### config.mk
export PLATFORM = sky130hd
export DESIGN_NAME = seq_run_detector_flat
export DESIGN_NICKNAME = d
export VERILOG_FILES = /design/src/rtl/seq_run_detector_if.sv /design/src/rtl/seq_run_detector.sv /design/src/flat_wrapper.sv
export SDC_FILE = /design/constraint.sdc
export NUM_CORES = 1
export LEC_CHECK = 0
export CORE_ASPECT_RATIO = 1.75
export CORE_UTILIZATION = 40
export DETAILED_ROUTE_END_ITERATION = 8
export GPL_TIMING_DRIVEN = 1
export HOLD_SLACK_MARGIN = 0.1
export PLACE_DENSITY = 0.68
export SYNTH_ARGS = -nofsm -noshare
export SYNTH_HDL_FRONTEND = slang
export SYNTH_SLANG_ARGS = --single-unit
### constraint.sdc
create_clock -name clk -period 3.4 [get_ports clk]
set_input_delay 0.68 -clock clk [delete_from_list [all_inputs] [get_ports clk]]
set_output_delay 0.68 -clock clk [all_outputs]
set_load 0.01 [all_outputs]
### src/rtl/seq_run_detector_if.sv
// Sample/control inputs and detection outputs of the run detector.
// The stimulus side uses master; the detector uses slave.
interface seq_run_detector_if #(
    parameter int unsigned CNT_W = 8
) ();
    logic             en;
    logic             w;
    logic             mode;
    logic             clr_cnt;
    logic             z;
    logic             z_val;
    logic [3:0]       run_cnt;
    logic [CNT_W-1:0] det_cnt;

    modport master (
        output en, w, mode, clr_cnt,
        input  z, z_val, run_cnt, det_cnt
    );

    modport slave (
        input  en, w, mode, clr_cnt,
        output z, z_val, run_cnt, det_cnt
    );
endinterface

### src/rtl/seq_run_detector.sv
// Detects runs of RUN_LEN identical serial samples, in sticky or repeating mode,
// and keeps a saturating count of detections.
module seq_run_detector #(
    parameter int unsigned RUN_LEN = 4,
    parameter int unsigned CNT_W   = 8
) (
    input  logic              clk,
    input  logic              reset,
    seq_run_detector_if.slave bus
);
    localparam logic [3:0]       RLEN    = 4'(RUN_LEN);
    localparam logic [3:0]       RLEN_M1 = 4'(RUN_LEN - 1);
    localparam logic [CNT_W-1:0] CNT_MAX = '1;

    typedef enum logic [1:0] {IDLE, RUN0, RUN1} state_t;

    state_t           state, state_nxt;
    logic [3:0]       r, r_nxt;
    logic [CNT_W-1:0] det, det_nxt;
    logic             z, z_nxt;
    logic             z_val, z_val_nxt;
    logic             hit;

    // z/z_val are registered from next state, so they equal a decode of the state registers
    always_ff @(posedge clk or negedge reset) begin
        if (!reset) begin
            state <= IDLE;
            r     <= 4'd0;
            det   <= '0;
            z     <= 1'b0;
            z_val <= 1'b0;
        end else begin
            state <= state_nxt;
            r     <= r_nxt;
            det   <= det_nxt;
            z     <= z_nxt;
            z_val <= z_val_nxt;
        end
    end

    always_comb begin
        state_nxt = state;
        r_nxt     = r;
        det_nxt   = det;
        hit       = 1'b0;

        if (bus.en) begin
            unique case (state)
                IDLE: begin
                    state_nxt = bus.w ? RUN1 : RUN0;
                    r_nxt     = 4'd1;
                end
                RUN0, RUN1: begin
                    if (bus.w != (state == RUN1)) begin
                        state_nxt = bus.w ? RUN1 : RUN0;
                        r_nxt     = 4'd1;
                    end else if (r == RLEN) begin
                        r_nxt = bus.mode ? 4'd1 : RLEN;
                    end else begin
                        r_nxt = r + 4'd1;
                        hit   = (r == RLEN_M1);
                    end
                end
                default: begin
                    state_nxt = IDLE;
                    r_nxt     = 4'd0;
                end
            endcase
        end

        // clear beats a coincident detection
        if (bus.clr_cnt) begin
            det_nxt = '0;
        end else if (hit && (det != CNT_MAX)) begin
            det_nxt = det + CNT_W'(1);
        end

        z_nxt     = (state_nxt != IDLE) && (r_nxt == RLEN);
        z_val_nxt = (state_nxt == RUN1);
    end

    assign bus.z       = z;
    assign bus.z_val   = z_val;
    assign bus.run_cnt = r;
    assign bus.det_cnt = det;
endmodule

### src/flat_wrapper.sv
// flat-port wrapper written by rule: the top's interface ports become plain ports
module seq_run_detector_flat 
#(
    parameter int unsigned RUN_LEN = 4,
    parameter int unsigned CNT_W   = 8
)
  (clk, reset, bus_en, bus_w, bus_mode, bus_clr_cnt, bus_z, bus_z_val, bus_run_cnt, bus_det_cnt);
  seq_run_detector_if #(.CNT_W(CNT_W)) bus_i ();
  input  logic clk;
  input  logic reset;
  input wire logic [$bits(bus_i.en)-1:0] bus_en;
  input wire logic [$bits(bus_i.w)-1:0] bus_w;
  input wire logic [$bits(bus_i.mode)-1:0] bus_mode;
  input wire logic [$bits(bus_i.clr_cnt)-1:0] bus_clr_cnt;
  output wire logic [$bits(bus_i.z)-1:0] bus_z;
  output wire logic [$bits(bus_i.z_val)-1:0] bus_z_val;
  output wire logic [$bits(bus_i.run_cnt)-1:0] bus_run_cnt;
  output wire logic [$bits(bus_i.det_cnt)-1:0] bus_det_cnt;
  assign bus_i.en = bus_en;
  assign bus_i.w = bus_w;
  assign bus_i.mode = bus_mode;
  assign bus_i.clr_cnt = bus_clr_cnt;
  assign bus_z = bus_i.z;
  assign bus_z_val = bus_i.z_val;
  assign bus_run_cnt = bus_i.run_cnt;
  assign bus_det_cnt = bus_i.det_cnt;
  seq_run_detector #(.RUN_LEN(RUN_LEN), .CNT_W(CNT_W)) u_core (.clk(clk), .reset(reset), .bus(bus_i));
endmodule
==> After elaboration in Yosys (flattened, before gate mapping) <==
Index checks and enable logic that the tools add are counted.
{ "word_totals": {"ff_bits": 16, "in_bits": 6, "out_inout_bits": 14} }
{ "op_classes": {"n_addsub": 2, "n_eq_ne": 8, "n_mux": 15, "reduce_logical": 6} }
{ "ops": {"columns": ["op", "n"], "rows": [
  ["$mux 8", 2],
  ["$mux 4", 3],
  ["$add 8x1->8 const B", 1],
  ["$eq 4x3->1 const B", 2],
  ["$ne 8x8->1 const B", 1],
  ["$pmux 4 s2", 1],
  ["$mux 2", 3],
  ["$add 4x1->4 const B", 1],
  ["$eq 2x2->1 const B", 2],
  ["$eq 4x2->1 const B", 1],
  ["$mux 1", 4],
  ["$pmux 2 s2", 1],
  ["$reduce_bool 2->1", 2],
  ["$mux 3", 1],
  ["$eq 2x1->1 const B", 1],
  ["$logic_and 1x1->1", 2],
  ["$logic_not 2->1", 1],
  ["$reduce_or 2->1", 1],
  ["$ne 1x1->1", 1]
]} }

==> Logic depth before layout (Yosys ltp) <==
Gate-level depths: netlist (run 1).
{ "logic_depth": {"ltp_word": 8, "depth_mapped": 7, "mapped_depth_nobuf": 7} }

==> Least setup slack after synthesis (run 1) <==
OpenSTA, ideal clock, no wires.
{ "synth_timing": {"path_kind": "register to register", "startpoint": "register u_core.state[0]", "endpoint": "register u_core.z, in the netlist u_core.bus.z", "setup_ns": 0.096, "t_arrival_ns": 1.652, "setup_slack_ns": 1.652, "path_stages_with_launch": 8, "path_buffers": 0, "synth_period_minus_slack_ns": 1.748, "cell_sequence": "dfrtp_1 inv_1 ha_1 and3b_1 and2_4 a21o_1 a22o_1 nor4_2"} }
{ "synth_between": {"elab_chain_len": 7, "word_cells_on_any_way": 14, "cone_classes": "4 x eq/ne; 6 x mux; 4 x reduce/logical"} }
{ "synth_lines": {"columns": ["item", "line_no", "source"], "rows": [
  ["start, declared", "seq_run_detector.sv:17", "state_t state, state_nxt;"],
  ["start signal, assigned", "seq_run_detector.sv:33", "state <= state_nxt;"],
  ["$eq 2x2->1", "seq_run_detector.sv:48, seq_run_detector.sv:54", null],
  ["$ne 1x1->1", "seq_run_detector.sv:54", "if (bus.w != (state == RUN1)) begin"],
  ["$mux 4", "seq_run_detector.sv:54", null],
  ["$pmux 4 s2 (*)", "seq_run_detector.sv:48", "unique case (state)"],
  ["$mux 4 (*)", "seq_run_detector.sv:47", "if (bus.en) begin"],
  ["net u_core.r_nxt[3]", "seq_run_detector.sv:18", "logic [3:0] r, r_nxt;"],
  ["$eq 4x3->1 (*)", "seq_run_detector.sv:78", "z_nxt = (state_nxt != IDLE) && (r_nxt == RLEN);"],
  ["$logic_and 1x1->1 (*)", "seq_run_detector.sv:78", null],
  ["net u_core.z_nxt", "seq_run_detector.sv:20", "logic z, z_nxt;"],
  ["end signal, assigned", "seq_run_detector.sv:36", "z <= z_nxt;"],
  ["end, declared", "seq_run_detector.sv:20", null]
]} }
The timed path passes the listed nets; every way through them passes the cells marked *.
A chain may end at the register's enable or synchronous reset.

==> Final worst setup path (run 1) <==
{ "layout_timing": {"startpoint": "input port bus_en", "endpoint": "register u_core.z, in the netlist u_core.bus.z"} }
{ "layout_between": {"elab_chain_len": 3, "word_cells_on_any_way": 5, "cone_classes": "1 x eq/ne; 2 x mux; 2 x reduce/logical"} }
{ "layout_lines": {"columns": ["item", "line_no", "source"], "rows": [
  ["start, declared", "flat_wrapper.sv:11", "input wire logic [$bits(bus_i.en)-1:0] bus_en;"],
  ["$mux 4", "seq_run_detector.sv:47", null],
  ["net u_core.r_nxt[3]", "seq_run_detector.sv:18", null],
  ["$eq 4x3->1", "seq_run_detector.sv:78", null],
  ["$logic_and 1x1->1", "seq_run_detector.sv:78", null],
  ["net u_core.z_nxt", "seq_run_detector.sv:20", null]
]} }
The timed path passes the listed nets, and every way through them passes these cells.

==> reports/metrics.cfg, run 1 <==
[final_layout]
diodes = 0
nets = 132
multiInputGateArea_sq_um = 531
syn_to_final_growth_pct = 28.5
drive_gt1_frac = 0.109
regArea_sq_um = 400
design_area_sq_um = 1230
stdcell_count = 144
fill_cells = 205

[sta]
slew_headroom = 0.506
hold_viol = 0
timing.final.crit_share = 0.633
slew_violations = 0
fmaxAchievable_ghz = 0.465
rsz0062_at_grt = false
finalSetupViolCount = 0
fin_skew_ns = 0.00414
final.min_clock_period_ns = 2.15
setup_tns_ns = 0
tightest_slew_ns = 0.739

[global_routing]
grt_usage = 0.192
grt_pass1_wl_microns = 3460
antenna_found_initial = 0
grt_max_degree = 17
grt_pass1_vias = 795
grt_overflow = 0

[clock_network]
cts_buffer_depth = 2
cts_tree = built
cts-buffers-inserted = 3
hold_buffers = 0
cts_root_buffer = clkbuf_8
cts_resized = 0
cts_sinks = 16
worstSkewPairLatency_ns = 0.25
h-tree-depth = 1
clk_transition_reported_paths_ns = 0.06
cts_setup_buffers = 0

[placement]
place.gp.congestion = 0.786
io_buffers = 19
dp_hpwl_microns = 1630
placed_cell_area_sq_um = 1170
placedCellCount = 140

[yosys]
ys.flop_type = dfrtp_1
synth_area_leaders = dfrtp_1 42%, ha_1 7.8%, xnor2_1 5.5%
ys_types = 32
async_flop_share = 1.00
synth_seq_area_share = 0.418
synth.avg_cell_area_sq_um = 9.87
synth_common_cells = 16 x dfrtp_1, 10 x nor2_1, 9 x nand2_1
yosys_warnings = 0
synth_edf_count = 0
synth_top_area_share = 0.418
syn_area_sq_um = 957
syn_nets = 109
synthCells = 97
synth_most_common_cell = dfrtp_1
ys_ff_latch = 16
netlist.top_cell.by_area = dfrtp_1

[min_path]
whs_endpoint = u_core.bus.det_cnt[5]$_DFFE_PN0P_
min_path_cells = 2
hold_class = reg2reg
min_from = u_core.bus.det_cnt[5]$_DFFE_PN0P_

[route]
drc = 0
routed_wl_microns = 2110
viasPerCell = 5.56
dr_total_vias = 801
drt_iter0_drc = 18
first_pass_iters = 4
routedWlPerCell_microns = 14.6
ant_nets = 0

[worst_setup_path]
cp.required_ns = 3.56
cp-start-kind = input pin
r2r_end = u_core.bus.det_cnt[5]$_DFFE_PN0P_
crit_type = in2reg
r2r_slack_ns = 1.44
path_max_fanout = 8
worstReg2RegStart = u_core.state[0]$_DFF_PN0_
end_kind = register
arrival_ns = 2.31
reg2reg_depth = 7

[floorplan]
die_x_microns = 39.0
core_sq_um = 2270
start_util = 0.421
die-area_sq_um = 2600
ios = 20
num_rows = 23
die_h_microns = 66.7

[power]
power_density_nw_per_um2 = 616
vdd_drop_max_mv = 0.442
power_leakage_nw = 0.501

[flow_run]
drv_cap = 0

[status]
status = complete, no violations

==> layout by cell type (no fill, tap or decap) <==
master / netlist / routed
a21o_1: 1 / 1
a22o_1: 1 / 1
nor3b_2: 1 / 1
nand3b_1: 2 / 2
maj3_2: 1 / 1
maj3_1: 1 / 1
o21ai_1: 2 / 2
nand4b_1: 1 / 1
a21oi_1: 4 / 4
ha_1: 6 / 6
inv_1: 5 / 5
nor4_2: 3 / 3
and3b_1: 2 / 2
inv_2: 1 / 1
nand4_1: 2 / 2
or3_1: 1 / 1
nor2b_1: 2 / 2
nand3_1: 6 / 6
o211ai_1: 1 / 1
xnor2_1: 6 / 6
dfrtp_1: 16 / 16
clkbuf_8: 0 / 4
clkdlybuf4s50_1: 0 / 19
nand4_4: 1 / 1
nor3_1: 4 / 4
o2111ai_1: 1 / 1
nor2_1: 10 / 10
a221o_1: 1 / 1
xnor2_2: 1 / 1
nand2_1: 9 / 9
o21ai_0: 2 / 2
o221ai_1: 1 / 1
and2_4: 1 / 1
==> worst max-delay path by stage <==
stage | startpoint | endpoint | slack, ns | depth (start not counted)
after CTS | bus_en | u_core.bus.z$_DFF_PN0_ | 1.25 | 6
after global placement | bus_en | u_core.bus.z$_DFF_PN0_ | 1.01 | 6
after detailed placement | bus_en | u_core.bus.z$_DFF_PN0_ | 1.0 | 6
after global routing | bus_en | u_core.bus.z$_DFF_PN0_ | 1.15 | 6
final | bus_en | u_core.bus.z$_DFF_PN0_ | 1.25 | 6
after floorplan | u_core.state[0]$_DFF_PN0_ | u_core.bus.z$_DFF_PN0_ | 1.65 | 7
==> state kept, by name, summed over array words and instances, names as in the netlist <==
register and cells:
u_core.bus.z_val 1, u_core.bus.run_cnt 4, u_core.bus.det_cnt 8, u_core.bus.z 1, u_core.state 2
==> worst max-delay path, stage by stage <==
cell and delay (ns):
clkdlybuf4s50_1 0.57, and3b_1 0.29, and2_4 0.18, a21o_1 0.15, a22o_1 0.20, nor4_2 0.25
==> layer usage <==
metal / vias up / global-route usage / share of wire
li1: 388 / - / -
met5: - / 0 / 0
met2: 15 / 0.365 / 0.60
met3: 4 / 0.0200 / 0.021
met4: 0 / 0.0905 / 0.017
met1: 394 / 0.191 / 0.36
==> report_power, final <==
| group | total (mW) | internal (mW) | switching (mW) |
|---|---|---|---|
| clock network | 0.169 | 0.103 | 0.0660 |
| registers | 0.266 | 0.224 | 0.0419 |
| logic | 0.322 | 0.152 | 0.170 |
==> kinds of logic after synthesis <==
group | after synthesis | synth area share
buffers and inverters | 7 | 0.0274
and+or+nand+nor | 45 | 0.286
adders and majority gates | 8 | 0.101
AOI/OAI and AO/OA | 14 | 0.0954
DFF | 16 | 0.418
xor gates and xnor gates | 7 | 0.0719
==> area by class of cell <==
type / instances / share of cell area
Timing Repair Buffer: 19 / 0.155
Clock buffer: 4 / 0.0448
Tap cell: 25 / 0.0254
Sequential cell: 16 / 0.326
Inverter: 6 / 0.0183
Multi-Input combinational cell: 74 / 0.431
==> metrics by stage <==
step	util	setup WS (ns)	hold WS [ns]	total power, mW
after floorplan	-	1.65	0.384	0.478
after global placement	0.517	1.01	0.555	0.582
after detailed placement	0.517	0.996	0.574	0.586
after CTS	0.541	1.25	0.590	0.760
after global routing	0.541	1.15	0.615	0.804
final	0.541	1.25	0.577	0.757
No activity file was read; power rests on OpenSTA's default activity.
==> run 2, diff against run 1 <==
==> constraint.sdc (replaced) <==
create_clock -name clk -period 2.2 [get_ports clk]
set_input_delay 0.44 -clock clk [delete_from_list [all_inputs] [get_ports clk]]
set_output_delay 0.44 -clock clk [all_outputs]
set_load 0.01 [all_outputs]
==> run 2 against run 1 <==
  * Wire length grew 2.9%
  * Non-clock buffer count is 2 higher
  * Sequential power up 55%
  * Highest routed layer unchanged
==> reports/metrics.cfg, run 2 (synthesis results as in run 1) <==
[status]
status = complete, no violations

[worst_setup_path]
end_kind = register
slowest_stage = dfrtp_1
path_delay_family = simple AND/OR/NAND/NOR gates
path_max_fanout = 4
path_buf_inv = 1
cp.required_ns = 2.36
slowest_delay_ns = 0.40
cp_cell_sequence = inv_1, ha_1, and3b_1, and2_4, a21o_1, a22o_1, nor4_2
crit_type = reg2reg
arrival_ns = 2.11
cp-start-kind = register

[final_layout]
nets = 134
fill_cells = 226
final_common_cell = clkdlybuf4s50_1
largest_reg_flops = 8
syn_to_final_growth_pct = 30.1
layout_common_cells = 19 x clkdlybuf4s50_1, 16 x dfrtp_1, 10 x nor2_1
stdcell_count = 146
diodes = 0
drive_gt1_frac = 0.124

[floorplan]
core_sq_um = 2270
die_h_microns = 66.7
start_util = 0.421
num_rows = 23
die-area_sq_um = 2600
die_x_microns = 39.0
ios = 20

[power]
vdd_drop_max_mv = 0.465
clock_power_share = 0.224
pwr-share-seq = 0.349
switching_share = 0.368
switchingPower_mw = 0.432
power_density_nw_per_um2 = 944
internal_power_mw = 0.744
p_comb_frac = 0.426
power_leakage_nw = 0.510

[clock_network]
hold_buffers = 0
cts_setup_buffers = 0
worstSkewPairLatency_ns = 0.25
clk_transition_reported_paths_ns = 0.07
cts-buffers-inserted = 3
h-tree-depth = 1
cts_resized = 0
cts_root_buffer = clkbuf_8
cts_tree = built
cts_sinks = 16
cts_buffer_depth = 2

[route]
routedWlPerCell_microns = 14.9
dr_total_vias = 822
drc = 0
routed_wl_microns = 2170
ant_nets = 0
viasPerCell = 5.63
first_pass_iters = 4
drt_iter0_drc = 14

[global_routing]
grt_max_degree = 17
grt_pass1_vias = 753
grt_usage = 0.188
antenna_found_initial = 0
grt_pass1_wl_microns = 3370
grt_overflow = 0

[sta]
slew_violations = 0
timing.final.crit_share = 0.888
fmaxAchievable_ghz = 0.512
finalSetupViolCount = 0
setup_slack_ns = 0.247
final.min_clock_period_ns = 1.95
fin_skew_ns = 0.00510
whs_ns = 0.506
hold_viol = 0
tightest_slew_ns = 0.454
setup_tns_ns = 0
rsz0062_at_grt = false
slew_headroom = 0.694

[flow_run]
drv_cap = 0

[placement]
dp_slack_ns = 0.0822
place.gp.congestion = 0.765
dp_hpwl_microns = 1710
io_buffers = 19
placedCellCount = 142

[min_path]
hold_class = in2async

[run 2: changes by cell type in the layout (fill, tap and decap cells not counted), sizes merged]
cell and change:
buf +2
[run 2: area by class of cell]
| class | count | area [sq um] | area share |
|---|---|---|---|
| inverter | 6 | 22.5 | 0.0181 |
| timing repair buffer | 21 | 205 | 0.165 |
| clock buffer | 4 | 55.1 | 0.0442 |
| tap | 25 | 31.3 | 0.0251 |
| multi-input combinational | 74 | 531 | 0.426 |
| sequential | 16 | 400 | 0.322 |
[run 2: metal layers]
| layer | vias to the layer above | wire [microns] | GRT usage |
|---|---|---|---|
| met1 | 411 | 821 | 0.191 |
| met5 | - | 0 | 0 |
| met2 | 14 | 1280 | 0.348 |
| li1 | 393 | - | - |
| met4 | 0 | 33 | 0.0991 |
| met3 | 4 | 36 | 0.0200 |
[run 2: final timing paths]
kind                                                        start                                 to  slack (ns)  cells after the start
worst max-delay path                    u_core.state[0]$_DFF_PN0_             u_core.bus.z$_DFF_PN0_        0.25                      7
worst min-delay path                                        reset  u_core.bus.det_cnt[6]$_DFFE_PN0P_        0.51                      2
worst max register to register          u_core.state[0]$_DFF_PN0_             u_core.bus.z$_DFF_PN0_        0.25                      7
worst min register to register  u_core.bus.det_cnt[5]$_DFFE_PN0P_  u_core.bus.det_cnt[5]$_DFFE_PN0P_        0.57                      2
max in group asynchronous                                   reset  u_core.bus.det_cnt[4]$_DFFE_PN0P_        1.51                      2
min in group clk                u_core.bus.det_cnt[5]$_DFFE_PN0P_  u_core.bus.det_cnt[5]$_DFFE_PN0P_        0.57                      2
[run 2: through the flow]
stage | cell area, sq um | util | power (mW)
finish | 1240 | 0.548 | 1.18
floorplan | 957 | - | 0.739
global route | 1240 | 0.548 | 1.25
detailed placement | 1190 | 0.523 | 0.916
global placement | 1190 | 0.523 | 0.892
CTS | 1240 | 0.548 | 1.18
[run 2: power groups by stage]
| stage | combinational, mW | sequential, mW | clock [mW] |
|---|---|---|---|
| after floorplan | 0.324 | 0.415 | 0 |
| after global placement | 0.480 | 0.412 | 0 |
| after detailed placement | 0.501 | 0.415 | 0 |
| after CTS | 0.502 | 0.410 | 0.270 |
| after global routing | 0.552 | 0.421 | 0.281 |
| final | 0.501 | 0.411 | 0.264 |
[run 2: worst register-to-register path, stage by stage, from the launching register on]
cell     delay [ns]
dfrtp_1        0.40
inv_1          0.08
ha_1           0.35
and3b_1        0.23
and2_4         0.17
a21o_1         0.14
a22o_1         0.23
nor4_2         0.26
